### src/rtl/mux_b_if.sv
// mux_b operand bus: select inputs, combinational
// and registered operand outputs.
interface mux_b_if #(
  parameter int WIDTH = 11
);
  logic [WIDTH-1:0] EXT_in;
  logic [WIDTH-1:0] DATA_MEMORY_in;
  logic             sel_B;
  logic             load_B;
  logic [WIDTH-1:0] MB_out;
  logic [WIDTH-1:0] MB_reg_out;
  logic             MB_zero;
  logic             MB_src;

  modport master (
    output EXT_in,
    output DATA_MEMORY_in,
    output sel_B,
    output load_B,
    input  MB_out,
    input  MB_reg_out,
    input  MB_zero,
    input  MB_src
  );

  modport slave (
    input  EXT_in,
    input  DATA_MEMORY_in,
    input  sel_B,
    input  load_B,
    output MB_out,
    output MB_reg_out,
    output MB_zero,
    output MB_src
  );
endinterface

### src/rtl/mux_b.sv
// ALU B-operand selector: immediate vs memory word,
// with a load-enabled capture register for execute.
module mux_b #(
  parameter int               WIDTH       = 11,
  parameter logic [WIDTH-1:0] RESET_VALUE = '0
) (
  input logic   clk,
  input logic   reset,
  mux_b_if.slave bus
);
  localparam logic RST_ZERO = (RESET_VALUE == '0);

  logic [WIDTH-1:0] mb_sel;

  // Select the operand; plain ?: keeps X-merge semantics.
  always_comb begin
    mb_sel = bus.sel_B ? bus.DATA_MEMORY_in
                       : bus.EXT_in;
  end

  assign bus.MB_out = mb_sel;

  // Capture operand and status when load_B is set.
  always_ff @(posedge clk or posedge reset) begin
    if (reset) begin
      bus.MB_reg_out <= RESET_VALUE;
      bus.MB_zero    <= RST_ZERO;
      bus.MB_src     <= 1'b0;
    end else if (bus.load_B) begin
      bus.MB_reg_out <= mb_sel;
      bus.MB_zero    <= (mb_sel == '0);
      bus.MB_src     <= bus.sel_B;
    end
  end
endmodule

### src/flat_wrapper.sv
// flat-port wrapper written by rule: the top's interface ports become plain ports
module mux_b_flat 
#(
  parameter int               WIDTH       = 11,
  parameter logic [WIDTH-1:0] RESET_VALUE = '0
)
  (clk, reset, bus_EXT_in, bus_DATA_MEMORY_in, bus_sel_B, bus_load_B, bus_MB_out, bus_MB_reg_out, bus_MB_zero, bus_MB_src);
  mux_b_if #(.WIDTH(WIDTH)) bus_i ();
  input logic clk;
  input logic reset;
  input wire logic [$bits(bus_i.EXT_in)-1:0] bus_EXT_in;
  input wire logic [$bits(bus_i.DATA_MEMORY_in)-1:0] bus_DATA_MEMORY_in;
  input wire logic [$bits(bus_i.sel_B)-1:0] bus_sel_B;
  input wire logic [$bits(bus_i.load_B)-1:0] bus_load_B;
  output wire logic [$bits(bus_i.MB_out)-1:0] bus_MB_out;
  output wire logic [$bits(bus_i.MB_reg_out)-1:0] bus_MB_reg_out;
  output wire logic [$bits(bus_i.MB_zero)-1:0] bus_MB_zero;
  output wire logic [$bits(bus_i.MB_src)-1:0] bus_MB_src;
  assign bus_i.EXT_in = bus_EXT_in;
  assign bus_i.DATA_MEMORY_in = bus_DATA_MEMORY_in;
  assign bus_i.sel_B = bus_sel_B;
  assign bus_i.load_B = bus_load_B;
  assign bus_MB_out = bus_i.MB_out;
  assign bus_MB_reg_out = bus_i.MB_reg_out;
  assign bus_MB_zero = bus_i.MB_zero;
  assign bus_MB_src = bus_i.MB_src;
  mux_b #(.WIDTH(WIDTH), .RESET_VALUE(RESET_VALUE)) u_core (.clk(clk), .reset(reset), .bus(bus_i));
endmodule
### config.mk
export PLATFORM = sky130hd
export DESIGN_NAME = mux_b_flat
export DESIGN_NICKNAME = d
export VERILOG_FILES = /design/src/rtl/mux_b_if.sv /design/src/rtl/mux_b.sv /design/src/flat_wrapper.sv
export SDC_FILE = /design/constraint.sdc
export NUM_CORES = 1
export LEC_CHECK = 0
export BUFFER_PORTS_ARGS = -buffer_cell sky130_fd_sc_hd__buf_4
export CAP_MARGIN = 20
export CORE_UTILIZATION = 35
export CTS_BUF_LIST = sky130_fd_sc_hd__clkbuf_16
export DETAILED_ROUTE_END_ITERATION = 7
export GPL_ROUTABILITY_DRIVEN = 0
export PLACE_DENSITY = 0.8
export RECOVER_POWER = 25
export SLEW_MARGIN = 10
export SYNTH_ARGS = -nofsm -noshare
export SYNTH_HDL_FRONTEND = slang
export SYNTH_SLANG_ARGS = --single-unit
### constraint.sdc
create_clock -name clk -period 1.7 [get_ports clk]
set_clock_uncertainty 0.1 [all_clocks]
set_input_delay 0.51 -clock clk [delete_from_list [all_inputs] [get_ports clk]]
set_output_delay 0.51 -clock clk [all_outputs]
set_load 0.01 [all_outputs]
==> impl_metrics.tcl <==
set metrics [dict create \
    required_ns 1.09 \
    grt_max_degree 20 \
    maxSlewHeadroom 0.664 \
    die_area_sq_um 2120 \
    mostFrequentLayoutCell "buf_4" \
    ys_types 17 \
    synthMuxAreaShare 0.300 \
    cts_tree "yes" \
    die_w_um 46.1 \
    ios 50 \
    start_util 0.385 \
    grt_pass1_wl_um 2670 \
    grt_usage 0.185 \
    yosysSeqAreaShare 0.481 \
    fin_setup_tns_ns -0.0644 \
    detail_route.wl_per_cell_um 13.4 \
    drv_slew 0 \
    syn_to_final_growth_pct 94.5 \
    worstPathArrival_ns 1.13 \
    r2r_start "u_core.bus.MB_zero" \
    synthXorXnorAreaFrac 0 \
    syn_avg_cell_area_sq_um 11.3 \
    rrSetupSlack_ns 0.82 \
    rows 15 \
    register_area_sq_um 327 \
    multiInputGateArea_sq_um 349 \
    timing.hold.ws_ns 0.205 \
    power.leakage_uw 0.000657 \
    synth_nets 86 \
    powerDensity_nw_per_um2 833 \
    critPathLaunch "bus_sel_B" \
    run_status "finished, violations left" \
    dp_hpwl_um 1360 \
    h-tree-depth 1 \
    place_inst 135 \
    layout.nets 147 \
    postRouteAntennaNets 0 \
    numPortBuffers 49 \
    place_ws_ns -0.226 \
    post-route-period-util 1.02 \
    rsz0062_at_grt "true" \
    post-route-drc-count 0 \
    synthSimpleGateAreaFrac 0.0737 \
    grt_pass1_vias 637 \
    diodes 0 \
    layout.cells.non_filler 145 \
    antenna_found_initial 0 \
    syn_area_sq_um 679 \
    worstMarginPinSlew_ns 0.504 \
    first_iter_violations 3 \
    period_minus_slack_ns 1.74 \
    synth_top_family_by_area "multiplexers" \
    clock.fmax_mhz 575 \
    synth_compound_area_frac 0.0626 \
    grt_overflow 0 \
    final_cell_mix "buf_4, dfrtp_1, mux2_2, inv_1, nor2_1" \
    hold_class "input port to async pin" \
    worstSetupPathType "input port to output port" \
    routed_wl_um 1950 \
    violations "negative setup slack" \
    r2r_cells 2 \
    cp-endpoint "bus_MB_out[8]" \
    via_per_inst 4.60 \
    setup_slack_ns -0.0386 \
    cts.path.max_buffers 2 \
    netlist_instances 60 \
    drive_gt1_frac 0.683 \
    clk_pin_slew_ns 0.04 \
    ys_seq_elements 13 \
    synth-warning-count 0 \
    core_sq_um 1760 \
    synthAdderAreaFrac 0 \
    maxCapViolCount 0 \
    clkLatencyLatePin_ns 0.23 \
    vias 667 \
    cts_buffers 3 \
    end_kind "output port" \
    first_pass_iters 4 \
    cp_max_fo 7 \
    holdBufCountCts 0 \
    setup_viol 2 \
    root_buffer "clkbuf_16" \
    reg2reg_to "u_core.bus.MB_zero" \
    hold_violations 0 \
    cts_sinks 13 \
    die-height_um 46.1 \
    ir_worst_vdd_v 0.000566 \
    worst_setup_path_start_kind "input port" \
    nFillCells 133 \
]
where the power goes:
group	total, uW	switching [uW]	leakage, uW	internal [uW]
sequential	362	18.7	0.000148	344
combinational	314	120	0.000467	194
clock	425	116	0.0000423	309
total	1100	255	0.000657	846
final cells by class:
| cell class | instances | share of cell area |
|---|---|---|
| Timing Repair Buffer | 60 | 0.385 |
| Multi-Input combinational cell | 36 | 0.264 |
| Sequential cell | 13 | 0.247 |
| Clock buffer | 3 | 0.0568 |
| Tap cell | 25 | 0.0237 |
| Inverter | 7 | 0.0199 |
| Clock inverter | 1 | 0.00284 |
routing by layer:
layer	share of wire	global-route usage	up-vias
met5	0	0	-
met4	0	0.0529	0
met3	0.069	0.0392	0
met2	0.54	0.341	34
met1	0.39	0.212	310
li1	-	-	323
cells in the mapped netlist (all sizes together):
cell | number | area (sq um)
a21oi | 6 | 30.0
buf | 3 | 26.3
clkbuf | 1 | 3.75
dfrtp | 12 | 300
dfstp | 1 | 26.3
inv | 7 | 26.3
mux2 | 13 | 146
mux2i | 5 | 57.6
nand3 | 1 | 5.00
nand4 | 1 | 6.26
nor2 | 7 | 26.3
nor3 | 1 | 5.00
o22ai | 1 | 12.5
or4 | 1 | 7.51
cells by family (layout without fill, tap and decap cells):
| kind of cell | count (synthesis) | in the layout |
|---|---|---|
| mux | 18 | 18 |
| flops | 13 | 13 |
| buf+inv | 11 | 71 |
| compound gates | 7 | 7 |
| simple gates | 11 | 11 |
critical path, stage by stage:
cell	delay [ns]
buf_16	0.12
mux2i_2	0.29
inv_1	0.07
buf_4	0.14
worst min path at each step:
stage                                   from                       end  slack [ns]
final                                  reset  u_core.bus.MB_reg_out[3]        0.21
after global routing                   reset  u_core.bus.MB_reg_out[3]        0.25
after CTS                              reset  u_core.bus.MB_reg_out[3]        0.23
after detailed placement   u_core.bus.MB_src         u_core.bus.MB_src        0.40
after global placement    u_core.bus.MB_zero        u_core.bus.MB_zero        0.39
after floorplan                        reset  u_core.bus.MB_reg_out[0]        0.29
per-stage QoR:
| step | power, uW | util | cell area (sq um) |
|---|---|---|---|
| after floorplan | 482 | - | 694 |
| after global placement | 623 | 0.620 | 1090 |
| after detailed placement | 632 | 0.620 | 1090 |
| after CTS | 1100 | 0.721 | 1270 |
| after global routing | 1150 | 0.749 | 1320 |
| final | 1100 | 0.749 | 1320 |
flip-flops by register name (all words and copies together) (netlist names):
| register | count |
|---|---|
| u_core.bus.MB_zero | 1 |
| u_core.bus.MB_reg_out | 11 |
| u_core.bus.MB_src | 1 |
timing repair:
action | in CTS | in global routing
pin swaps | 0 | 0
gates resized for setup | 14 | 4
setup endpoints to repair | 11 | 7
cloned | 1 | 0
buffers inserted | 1 | 4
Note: power is estimated with default switching activity, not from simulation.
